`config.mk`:
```
export PLATFORM = sky130hd
export DESIGN_NAME = input_conditioner_3ch
export DESIGN_NICKNAME = d
export VERILOG_FILES = /design/src/rtl/input_cond_pkg.sv /design/src/rtl/debounce_channel.sv /design/src/rtl/input_conditioner_3ch.sv
export SDC_FILE = /design/constraint.sdc
export NUM_CORES = 1
export LEC_CHECK = 0
export ABC_AREA = 1
export CORE_AREA = 2 2 43 64
export CTS_CLUSTER_DIAMETER = 100
export DETAILED_ROUTE_END_ITERATION = 6
export DIE_AREA = 0 0 45 66
export MAX_ROUTING_LAYER = met4
export PLACE_DENSITY = 0.78
export SLEW_MARGIN = 0
export SYNTH_ARGS = -nofsm -noshare
export SYNTH_HDL_FRONTEND = slang
export SYNTH_SLANG_ARGS = --single-unit
export TNS_END_PERCENT = 100
```
`constraint.sdc`:
```
create_clock -name clk -period 3.53 [get_ports clk]
set_input_delay 0.353 -clock clk [delete_from_list [all_inputs] [get_ports clk]]
set_output_delay 0.353 -clock clk [all_outputs]
set_load 0.01 [all_outputs]
```
`src/rtl/input_cond_pkg.sv`:
```
`default_nettype none
// ============================================================================
// Module   : input_cond_pkg
// Purpose  : Shared state encoding and default sizing for the three-channel
//            input conditioner and its debounce channels.
// Revision : 1.0 - initial release
// ============================================================================
package input_cond_pkg;

    // Per-channel debounce state: STABLE while the counter is idle,
    // SETTLING while a candidate new level is being qualified.
    typedef enum logic [0:0] {
        ST_STABLE   = 1'b0,
        ST_SETTLING = 1'b1
    } state_t;

    localparam int c_default_cnt_w         = 4;
    localparam int c_default_stable_cycles = 8;

endpackage : input_cond_pkg
`default_nettype wire

```
`src/rtl/debounce_channel.sv`:
```
`default_nettype none
// ============================================================================
// Module   : debounce_channel
// Purpose  : One input channel: SYNC_STAGES-deep synchronizer followed by a
//            tick-gated debounce counter/state machine. Optional edge-pulse
//            outputs are built when INPUT_COND_EDGE_EN is defined.
// Revision : 1.0 - initial release
// ============================================================================
module debounce_channel
    import input_cond_pkg::*;
#(
    parameter int   SYNC_STAGES   = 2,
    parameter int   STABLE_CYCLES = c_default_stable_cycles,
    parameter int   CNT_W         = c_default_cnt_w,
    parameter logic RESET_LEVEL   = 1'b0
) (
    input  logic clk,
    input  logic rst_n,
    input  logic tick,
    input  logic raw,
    output logic out,
`ifdef INPUT_COND_EDGE_EN
    output logic rise,
    output logic fall,
`endif
    output logic busy
);

    // Reject configurations where the synchronizer is too short or the
    // counter could not reach STABLE_CYCLES-1 without wrapping.
    generate
        if (SYNC_STAGES < 2) begin : g_bad_sync_stages
            $error("debounce_channel: SYNC_STAGES must be at least 2");
        end
        if ((STABLE_CYCLES < 1) || (STABLE_CYCLES > (2 ** CNT_W) - 1)) begin : g_bad_stable_cycles
            $error("debounce_channel: STABLE_CYCLES must be in 1..2^CNT_W-1");
        end
    endgenerate

    localparam logic [CNT_W-1:0] c_last_cnt = CNT_W'(STABLE_CYCLES - 1);
    localparam logic [CNT_W-1:0] c_one_cnt  = CNT_W'(1);

    logic [SYNC_STAGES-1:0] r_sync;
    logic                   w_s;
    state_t                 r_state;
    state_t                 w_state_nxt;
    logic [CNT_W-1:0]       r_cnt;
    logic [CNT_W-1:0]       w_cnt_nxt;
    logic                   r_out;
    logic                   w_out_nxt;
    logic                   r_busy;

    assign w_s = r_sync[SYNC_STAGES-1];

    // Synchronizer chain; free-running, independent of tick.
    always_ff @(posedge clk or negedge rst_n) begin
        if (!rst_n) begin
            r_sync <= {SYNC_STAGES{RESET_LEVEL}};
        end else begin
            r_sync <= {r_sync[SYNC_STAGES-2:0], raw};
        end
    end

    // Debounce state, counter, output level and busy flag registers.
    always_ff @(posedge clk or negedge rst_n) begin
        if (!rst_n) begin
            r_state <= ST_STABLE;
            r_cnt   <= '0;
            r_out   <= RESET_LEVEL;
            r_busy  <= 1'b0;
        end else begin
            r_state <= w_state_nxt;
            r_cnt   <= w_cnt_nxt;
            r_out   <= w_out_nxt;
            r_busy  <= (w_cnt_nxt != '0);
        end
    end

    // Next-state logic; everything holds on edges without tick.
    always_comb begin
        w_state_nxt = r_state;
        w_cnt_nxt   = r_cnt;
        w_out_nxt   = r_out;
        if (tick) begin
            case (r_state)
                ST_STABLE: begin
                    w_cnt_nxt = '0;
                    if (w_s != r_out) begin
                        if (STABLE_CYCLES == 1) begin
                            w_out_nxt = w_s;
                        end else begin
                            w_cnt_nxt   = c_one_cnt;
                            w_state_nxt = ST_SETTLING;
                        end
                    end
                end
                ST_SETTLING: begin
                    if (w_s == r_out) begin
                        w_cnt_nxt   = '0;
                        w_state_nxt = ST_STABLE;
                    end else if (r_cnt == c_last_cnt) begin
                        w_out_nxt   = w_s;
                        w_cnt_nxt   = '0;
                        w_state_nxt = ST_STABLE;
                    end else begin
                        w_cnt_nxt = r_cnt + c_one_cnt;
                    end
                end
                default: begin
                    w_cnt_nxt   = '0;
                    w_state_nxt = ST_STABLE;
                end
            endcase
        end
    end

    assign out  = r_out;
    assign busy = r_busy;

`ifdef INPUT_COND_EDGE_EN
    logic r_rise;
    logic r_fall;

    // One-clock pulses marking the edge on which the debounced level flips.
    always_ff @(posedge clk or negedge rst_n) begin
        if (!rst_n) begin
            r_rise <= 1'b0;
            r_fall <= 1'b0;
        end else begin
            r_rise <= w_out_nxt & ~r_out;
            r_fall <= ~w_out_nxt & r_out;
        end
    end

    assign rise = r_rise;
    assign fall = r_fall;
`endif

endmodule : debounce_channel
`default_nettype wire

```
`src/rtl/input_conditioner_3ch.sv`:
```
`default_nettype none
// ============================================================================
// Module   : input_conditioner_3ch
// Purpose  : Three independent synchronize-and-debounce channels sharing one
//            sample tick. Optional macro INPUT_COND_EDGE_EN adds registered
//            rise_n / fall_n edge pulses.
// Revision : 1.0 - initial release
// ============================================================================
module input_conditioner_3ch
    import input_cond_pkg::*;
#(
    parameter int   SYNC_STAGES   = 2,
    parameter int   STABLE_CYCLES = c_default_stable_cycles,
    parameter int   CNT_W         = c_default_cnt_w,
    parameter logic RESET_LEVEL   = 1'b0
) (
    input  logic clk,
    input  logic rst_n,
    input  logic tick,
    input  logic raw_1,
    input  logic raw_2,
    input  logic raw_3,
    output logic out_1,
    output logic out_2,
    output logic out_3,
`ifdef INPUT_COND_EDGE_EN
    output logic rise_1,
    output logic rise_2,
    output logic rise_3,
    output logic fall_1,
    output logic fall_2,
    output logic fall_3,
`endif
    output logic busy
);

    logic [2:0] w_raw;
    logic [2:0] w_out;
    logic [2:0] w_busy;
`ifdef INPUT_COND_EDGE_EN
    logic [2:0] w_rise;
    logic [2:0] w_fall;
`endif

    assign w_raw = {raw_3, raw_2, raw_1};

    // One fully independent debounce channel per input.
    generate
        for (genvar gi = 0; gi < 3; gi++) begin : g_ch
            debounce_channel #(
                .SYNC_STAGES   (SYNC_STAGES),
                .STABLE_CYCLES (STABLE_CYCLES),
                .CNT_W         (CNT_W),
                .RESET_LEVEL   (RESET_LEVEL)
            ) u_chan (
                .clk   (clk),
                .rst_n (rst_n),
                .tick  (tick),
                .raw   (w_raw[gi]),
                .out   (w_out[gi]),
`ifdef INPUT_COND_EDGE_EN
                .rise  (w_rise[gi]),
                .fall  (w_fall[gi]),
`endif
                .busy  (w_busy[gi])
            );
        end
    endgenerate

    assign out_1 = w_out[0];
    assign out_2 = w_out[1];
    assign out_3 = w_out[2];
    assign busy  = |w_busy;

`ifdef INPUT_COND_EDGE_EN
    assign rise_1 = w_rise[0];
    assign rise_2 = w_rise[1];
    assign rise_3 = w_rise[2];
    assign fall_1 = w_fall[0];
    assign fall_2 = w_fall[1];
    assign fall_3 = w_fall[2];
`endif

endmodule : input_conditioner_3ch
`default_nettype wire
```
==> flow_summary.json, run 1 <==
{
  "area_growth_pct": 9.98,
  "worst-slew-pin-transition_ps": 858,
  "critical_path_buf_inv_count": 1,
  "hold_violations": 0,
  "dp.cells": 198,
  "numClockSinks": 27,
  "grt_pass1_wl_um": 4310,
  "grt_max_degree": 28,
  "layout_commonest_cell": "nand2_1",
  "peakVddDrop_v": 0.000319,
  "setup_violations": 0,
  "numCtsBuffers": 3,
  "coreArea_mm2": 0.00242,
  "cp-start-kind": "register",
  "yosys.area.top_type": "dfrtp_1",
  "grt_pass1_vias": 1103,
  "post-route-period-util": 0.538,
  "detail_route.wl_per_cell_um": 12.0,
  "syn_area_mm2": 0.00138,
  "die_x_um": 45,
  "yosys_warnings": 0,
  "h-tree-depth": 1,
  "yosys-top-cells-area": "dfrtp_1, nand2_1, inv_1, nand3_1, ha_1",
  "clock.fmax_mhz": 527,
  "path_class": "register to output port",
  "hpwl_um": 1890,
  "worstPathArrival_ps": 1550,
  "antenna_found_initial": 0,
  "drc": 0,
  "num-nets-final": 188,
  "seq_area_um2": 676,
  "fin_ws_ps": 1630,
  "crit_fanout": 1,
  "grtUsageMet1": 0.222,
  "hold_buffers": 0,
  "drt_iter0_drc": 28,
  "clockBufferDepth": 2,
  "cts_root_buf": "clkbuf_4",
  "io_pins": 10,
  "period_needed_ps": 1900,
  "cts_tree": "yes",
  "ys_seq_elements": 27,
  "worst_path_max_delay_cell": "clkdlybuf4s50_1",
  "drive_gt1_frac": 0.118,
  "netlist.area_leader.share": 0.490,
  "power.leakage_nw": 0.789,
  "setup_tns_ps": 0,
  "critPathCaptureType": "output port",
  "avgViaCountPerCell": 5.43,
  "powerDensity_mw_per_mm2": 401,
  "post_cts_buffers": 0,
  "use_met2": 0.341,
  "overflow": 0,
  "final_util": 0.626,
  "final_cell_mix": "nand2_1, inv_1, dfrtp_1",
  "rsz0062_at_grt": "false",
  "die-height_um": 66,
  "vias": 1096,
  "report.final.slew_viol_count": 0,
  "finalNonFillerCells": 202,
  "fillers": 203,
  "path_delay_family": "buffers and inverters",
  "grt_busiest_layer": "met2",
  "syn_area_per_cell_um2": 8.31,
  "gp_congestion": 0.827,
  "use_met3": 0.0191,
  "clock_latency_ps": 320,
  "diodes": 0,
  "maxCapViolations": 0,
  "drtPass1Iterations": 4,
  "clkTransAtPathRegs_ps": 140,
  "finalWirelength_um": 2420,
  "skew_ps": 1.77,
  "io_buffer_count": 9,
  "synth_sequential_area_ratio": 0.490,
  "critPathMaxStageDelay_ps": 480,
  "slew_headroom": 0.426,
  "cp_cell_sequence": "or3_1 -> clkdlybuf4s50_1",
  "cts_resized": 0,
  "initial_core_util": 0.569,
  "crit_required_ps": 3180,
  "synth_cells": 166,
  "dp_worst_setup_slack_ps": 1460,
  "globalRouteTotalUtil": 0.199,
  "drtAntennaViolNets": 0,
  "multi_input_area_um2": 559,
  "hold_class": "register to register",
  "rows": 22,
  "dieArea_mm2": 0.00297,
  "status": "completed",
  "syn-num-nets": 175,
  "ys_types": 20
}
-- final cells by class --
type | instances | share of cell area
inverter | 34 | 0.0842
sequential | 27 | 0.446
multi-input combinational | 103 | 0.369
tap | 24 | 0.0198
clock buffer | 4 | 0.0173
timing repair buffer | 10 | 0.0644
-- through the flow --
| step | area [um^2] | power, mW | hold WS [ps] |
|---|---|---|---|
| final | 1520 | 0.608 | 371 |
| after global routing | 1520 | 0.642 | 387 |
| after floorplan | 1380 | 0.443 | 57.4 |
| after global placement | 1490 | 0.476 | 334 |
| after CTS | 1520 | 0.612 | 374 |
| after detailed placement | 1490 | 0.483 | 338 |
-- cell families (layout without fill, tap and decap cells) --
kind of cell,Yosys count,in the layout,share of synthesized area
compound gates,12,12,0.0572
xor+xnor,3,3,0.0191
buf+inv,36,48,0.104
simple gates,85,85,0.302
fa+ha+maj,3,3,0.0272
flops,27,27,0.490
-- flip-flops by register name, indices dropped and copies added (netlist names) --
| register | cells |
|---|---|
| g_ch.u_chan.busy | 3 |
| g_ch.u_chan.r_state | 3 |
| g_ch.u_chan.r_cnt | 12 |
| g_ch.u_chan.r_sync | 6 |
| g_ch.u_chan.out | 3 |
-- power by group --
part           internal, mW  total [mW]  switching (mW)
registers             0.338       0.366          0.0281
clock network        0.0443       0.132          0.0877
logic                0.0438       0.109          0.0656
-- worst register-to-register path, delay by kind of cell, from the launching register on --
family                   cells  cell delay (ps)
adder cells (fa/ha/maj)      1              210
flip-flops                   1              420
AND/OR/NAND/NOR              5              580
-- cells in the mapped netlist (all sizes together) --
master	instances
ha	3
or3	1
nand3	18
a31oi	3
nand4	6
buf	2
o21ai	9
inv	34
nor2	6
nor3	3
nand2	51
xor2	3
dfrtp	27
-- routing by layer --
layer  share of wire  vias to the layer above
met5               0                        -
met3           0.025                        7
met2            0.54                       19
met4           0.024                        0
li1                -                      544
met1            0.41                      526
-- worst paths after layout --
check,from,end,slack (ps),depth (start not counted)
max,g_ch[1].u_chan.busy,busy,1630,2
max in group asynchronous,rst_n,g_ch[2].u_chan.r_cnt[1],2900,2
max reg2reg,g_ch[1].u_chan.r_cnt[1],g_ch[1].u_chan.busy,2220,6
min reg2reg,g_ch[0].u_chan.r_sync[0],g_ch[0].u_chan.r_sync[1],370,0
min in group asynchronous,rst_n,g_ch[1].u_chan.r_state,380,2
min,g_ch[0].u_chan.r_sync[0],g_ch[0].u_chan.r_sync[1],370,0
Power figures use the tool's default switching activity.
==> run 2, diff against run 1 <==
- CORE_AREA: 2 2 43 64 -> 2 2 46 69
- DIE_AREA: 0 0 45 66 -> 0 0 48 71
- PLACE_DENSITY: 0.78 -> 0.71
- clock period: 3.53 -> 1.5 ns (I/O delays scaled with it)
==> flow_summary.json, run 2 (synthesis results as in run 1) <==
{
  "power.leakage_nw": 0.808,
  "antenna_found_initial": 0,
  "crit_required_ps": 1350,
  "finalNonFillerCells": 218,
  "critPathMaxStageDelay_ps": 360,
  "worstPathArrival_ps": 1270,
  "io_pins": 10,
  "h-tree-depth": 1,
  "numCtsBuffers": 3,
  "layout_commonest_cell": "nand2_1",
  "drive_gt1_frac": 0.128,
  "skew_ps": 3.73,
  "hold_violations": 0,
  "drc": 0,
  "slew_headroom": 0.773,
  "cts_tree": "yes",
  "worst_path_max_delay_cell": "dfrtp_1",
  "drt_iter0_drc": 29,
  "regMostFlops": "g_ch.u_chan.r_cnt",
  "vias": 1077,
  "dieArea_mm2": 0.00341,
  "powerDensity_mw_per_mm2": 983,
  "grt_pass1_wl_um": 4420,
  "peakVddDrop_v": 0.000748,
  "numClockSinks": 27,
  "drtAntennaViolNets": 0,
  "post_cts_buffers": 0,
  "setup_violations": 0,
  "period_needed_ps": 1420,
  "area_growth_pct": 14.2,
  "cts_resized": 1,
  "rsz0062_at_grt": "false",
  "largest_reg_flops": 12,
  "cp_cell_sequence": "or3_1 -> dlygate4sd2_1",
  "detail_route.wl_per_cell_um": 12.1,
  "grt_pass1_vias": 1097,
  "path_class": "register to output port",
  "dpl_cell_area_mm2": 0.00153,
  "critPathCaptureType": "output port",
  "diodes": 0,
  "report.final.slew_viol_count": 0,
  "final_cell_mix": "nand2_1, inv_1, dfrtp_1",
  "maxCapViolations": 0,
  "clock.fmax_mhz": 704,
  "reg_top3": "g_ch.u_chan.r_cnt x12, g_ch.u_chan.r_sync x6",
  "avgViaCountPerCell": 4.94,
  "overflow": 0,
  "post-route-period-util": 0.946,
  "die_x_um": 48,
  "finalWirelength_um": 2630,
  "grt_max_degree": 28,
  "hpwl_um": 1970,
  "rows": 24,
  "hold_class": "primary input to asynchronous set/reset pin",
  "cts_root_buf": "clkbuf_8",
  "clock_latency_ps": 280,
  "drtPass1Iterations": 4,
  "clkTransAtPathRegs_ps": 90,
  "initial_core_util": 0.483,
  "fin_area_mm2": 0.00157,
  "setup_tns_ps": 0,
  "dp_worst_setup_slack_ps": 105,
  "gp_congestion": 0.867,
  "crit_fanout": 1,
  "fin_ws_ps": 80.3,
  "status": "completed",
  "cp-start-kind": "register",
  "num-nets-final": 189,
  "hold_buffers": 0,
  "io_buffer_count": 9,
  "coreArea_mm2": 0.00285,
  "dp.cells": 214,
  "worst-slew-pin-transition_ps": 340,
  "globalRouteTotalUtil": 0.187,
  "clockBufferDepth": 2,
  "die-height_um": 71,
  "fillers": 272
}
==> run 2: cell types whose count changed in the layout (fill, tap and decap cells not counted), sizes merged <==
cell           before  now
clkinv              0    1
clkdlybuf4s50       9    8
buf                 1    2
clkbuf              4    3
dlygate4sd2         0    1
==> run 2: routing by layer <==
metal  GRT usage  share of wire
met1       0.178           0.40
met2       0.339           0.56
met3      0.0230          0.017
met4      0.0901          0.024
met5           -              0
==> run 2: path summary, 6_finish.rpt <==
kind / from / to / slack (ps) / cells after the start
setup / recovery: g_ch[1].u_chan.busy / busy / 80 / 2
max in group asynchronous: rst_n / g_ch[0].u_chan.r_cnt[0] / 1000 / 2
setup reg to reg: g_ch[2].u_chan.r_cnt[1] / g_ch[2].u_chan.busy / 240 / 6
hold reg to reg: g_ch[2].u_chan.r_sync[0] / g_ch[2].u_chan.r_sync[1] / 360 / 0
hold / removal: rst_n / g_ch[1].u_chan.r_sync[1] / 240 / 2
min in group clk: raw_1 / g_ch[0].u_chan.r_sync[0] / 300 / 1
==> run 2: where the power goes <==
group          internal (mW)  switching, mW
combinational          0.106          0.155
sequential             0.796         0.0671
clock                  0.187          0.235
==> run 2: layout make-up <==
class	instances	area (um^2)	share of cell area
Timing Repair Buffer	11	116	0.0739
Clock inverter	1	5.00	0.00318
Sequential cell	27	676	0.429
Clock buffer	3	41.3	0.0262
Tap cell	39	48.8	0.0310
Multi-Input combinational cell	103	559	0.355
Inverter	34	128	0.0811
==> run 2: metrics by stage <==
stage	hold WS [ps]	total power, mW	utilization
3_5_place_dp	336	1.14	0.536
3_3_place_gp	338	1.13	0.536
6_report	241	1.55	0.552
4_1_cts	250	1.55	0.552
5_1_grt	290	1.63	0.552
2_1_floorplan	-146	1.04	-
==> run 2: worst max-delay path, delay by kind of cell (launching register included) <==
| family | cells | cell delay, ps |
|---|---|---|
| simple gates | 1 | 350 |
| flops | 1 | 360 |
| buf+inv | 1 | 290 |
==> run 3, diff against run 2 <==
- CORE_AREA: 2 2 46 69 -> 2 2 51 76
- DIE_AREA: 0 0 48 71 -> 0 0 53 78
- DONT_BUFFER_PORTS: not set -> 1
- PLACE_DENSITY: 0.71 -> not set
- SYNTH_HIERARCHICAL: not set -> 1
==> flow_summary.json, run 3 <==
{
  "status": "completed",
  "ys_types": 16,
  "antenna_found_initial": 0,
  "coreArea_mm2": 0.00342,
  "yosys-top-cells-area": "dfrtp_1, nand2_1, inv_1, nand2_2, nand3_1",
  "synth_edf_count": 0,
  "worst-path-stages": 6,
  "skew_ps": 7.32,
  "drive_gt1_frac": 0.163,
  "io_pins": 10,
  "clockBufferDepth": 2,
  "whs_endpoint": "g_ch[2].u_chan/out",
  "diodes": 0,
  "finalWirelength_um": 2560,
  "yosys_warnings": 6,
  "synth_top_family_by_area": "simple AND/OR/NAND/NOR gates",
  "overflow": 0,
  "period_needed_ps": 1270,
  "yosys.area_share.simple": 0.347,
  "power.leakage_nw": 0.794,
  "critPathCaptureType": "register",
  "synth_common_cells": "nand2_1, dfrtp_1, inv_1, nor2_1, nand3_1",
  "hold_path_startpoint": "tick",
  "post_cts_buffers": 0,
  "fillers": 341,
  "worst-slew-pin-transition_ps": 235,
  "netlist.area_leader.share": 0.496,
  "clkTransAtPathRegs_ps": 90,
  "layout_commonest_cell": "nand2_1",
  "report.final.slew_viol_count": 0,
  "io_buffer_count": 0,
  "final_cell_mix": "nand2_1, dfrtp_1, inv_1",
  "h-tree-depth": 1,
  "ys_seq_elements": 27,
  "drtAntennaViolNets": 0,
  "rr_endpoint": "g_ch[2].u_chan/busy",
  "p_sw_frac": 0.259,
  "avgViaCountPerCell": 4.89,
  "reg_top3": "g_ch.u_chan/r_cnt x12, g_ch.u_chan/r_sync x6",
  "die_x_um": 53,
  "clock_latency_ps": 270,
  "grt_pass1_vias": 1030,
  "r2r_cells": 6,
  "p_clk_frac": 0.291,
  "cp_cell_sequence": "ha_1 -> nand3_1 -> nand4_1 -> nand2_1 -> nand2_1 -> nand3_1",
  "multi_input_area_um2": 582,
  "reg2reg_from": "g_ch[2].u_chan/r_cnt[1]",
  "synth_cells": 174,
  "initial_core_util": 0.399,
  "powerDensity_mw_per_mm2": 910,
  "grt_max_degree": 28,
  "path_class": "register to register",
  "numCtsBuffers": 3,
  "regMostFlops": "g_ch.u_chan/r_cnt",
  "ys.flop_type": "dfrtp_1",
  "drt_iter0_drc": 15,
  "dp_worst_setup_slack_ps": 284,
  "cell_internal_pwr_mw": 1.03,
  "synth_sequential_area_ratio": 0.496,
  "hold_violations": 0,
  "clock.fmax_mhz": 790,
  "syn-num-nets": 183,
  "largest_reg_flops": 12,
  "cts_tree": "yes",
  "maxCapViolations": 0,
  "rrSetupSlack_ps": 230,
  "synth-compound-area-share": 0.0331,
  "slew_headroom": 0.843,
  "setup_tns_ps": 0,
  "vias": 1105,
  "critPathMaxStageDelay_ps": 410,
  "crit_fanout": 4,
  "crit_required_ps": 1660,
  "hold_depth": 2,
  "globalRouteTotalUtil": 0.143,
  "synth-async-reset-ratio": 1.00,
  "area_growth_pct": 12.4,
  "detail_route.wl_per_cell_um": 11.3,
  "drc": 0,
  "worst_path_max_delay_cell": "dfrtp_1",
  "combinationalPowerShare": 0.128,
  "yosys.area.top_type": "dfrtp_1",
  "setup_violations": 0,
  "syn_area_per_cell_um2": 7.83,
  "gp_congestion": 0.912,
  "cts_root_buf": "clkbuf_8",
  "path_delay_family": "simple AND/OR/NAND/NOR gates",
  "dieArea_mm2": 0.00413,
  "dp.cells": 216,
  "timing.hold.ws_ps": 35.8,
  "post-route-period-util": 0.843,
  "synth_xor_area_frac": 0.0193,
  "p_sw_uw": 362,
  "worstPathArrival_ps": 1420,
  "hpwl_um": 1820,
  "rows": 26,
  "synth.most_common_cell": "nand2_1",
  "critical_path_buf_inv_count": 0,
  "yosys.area_share.adder": 0.0275,
  "peakVddDrop_v": 0.000379,
  "synth_mux_area_frac": 0,
  "num-nets-final": 194,
  "die-height_um": 78,
  "seq_area_um2": 676,
  "p_seq_frac": 0.581,
  "syn_area_mm2": 0.00136,
  "drtPass1Iterations": 5,
  "cp-start-kind": "register",
  "final_util": 0.448,
  "fin_ws_ps": 235,
  "hold_class": "primary input to register",
  "rsz0062_at_grt": "false",
  "numClockSinks": 27,
  "grt_pass1_wl_um": 4320,
  "finalNonFillerCells": 226
}
## run 3: changes by cell type after synthesis, moves of 4 or more
| cell | previous run | this run |
|---|---|---|
| inv_2 | 2 | 10 |
| nand3_1 | 15 | 11 |
| o21ai_0 | 2 | 6 |
| inv_1 | 32 | 18 |
| nor2_1 | 6 | 12 |
| nor2_2 | 0 | 4 |
| nand2_1 | 49 | 58 |
| o21ai_2 | 4 | 0 |
| nand2_2 | 2 | 9 |
## run 3: worst max path at each step
stage                                  from             endpoint  slack [ps]
floorplan           g_ch[0].u_chan/r_cnt[0]  g_ch[0].u_chan/busy         360
global placement    g_ch[0].u_chan/r_cnt[0]  g_ch[0].u_chan/busy         310
detailed placement  g_ch[0].u_chan/r_cnt[0]  g_ch[0].u_chan/busy         280
CTS                 g_ch[1].u_chan/r_cnt[0]  g_ch[1].u_chan/busy         260
global route        g_ch[1].u_chan/r_cnt[1]  g_ch[1].u_chan/busy         140
finish              g_ch[2].u_chan/r_cnt[1]  g_ch[2].u_chan/busy         230
## run 3: routing by layer
layer | vias up | global-route usage | wire (um)
li1 | 563 | - | -
met2 | 12 | 0.243 | 1350
met5 | - | - | 0
met1 | 528 | 0.165 | 1120
met3 | 2 | 0.0231 | 55
met4 | 0 | 0.0538 | 25
## run 3: worst reg2reg max path, stage by stage, from the launching register on
cell and delay (ps):
dfrtp_1 410, ha_1 210, nand3_1 170, nand4_1 130, nand2_1 60, nand2_1 90
nand3_1 80
## run 3: repair_timing
action                    in CTS  in global routing
hold buffers                   6                  0
resized for setup              0                  0
hold endpoints to repair      33                  0
## run 3: logic make-up after synthesis
family / count (synthesis)
xor+xnor: 3
compound gates: 9
fa+ha+maj: 3
simple gates: 104
buf+inv: 28
flops: 27
## run 3: power by group through the flow
stage	clock network, mW	registers, mW	logic (mW)
2_1_floorplan	0	0.816	0.122
4_1_cts	0.424	0.810	0.181
3_3_place_gp	0	0.823	0.140
6_report	0.405	0.811	0.178
3_5_place_dp	0	0.825	0.146
5_1_grt	0.459	0.817	0.205
## run 3: cell type report
class | instances | share of cell area
Sequential cell | 27 | 0.441
Timing Repair Buffer | 6 | 0.0458
Clock inverter | 1 | 0.00327
Clock buffer | 3 | 0.0270
Multi-Input combinational cell | 119 | 0.380
Inverter | 28 | 0.0686
Tap cell | 42 | 0.0343
## run 3: through the flow
| step | power [mW] | cell area [um^2] |
|---|---|---|
| finish | 1.39 | 1530 |
| detailed placement | 0.971 | 1420 |
| floorplan | 0.938 | 1360 |
| global route | 1.48 | 1530 |
| CTS | 1.41 | 1530 |
| global placement | 0.963 | 1420 |
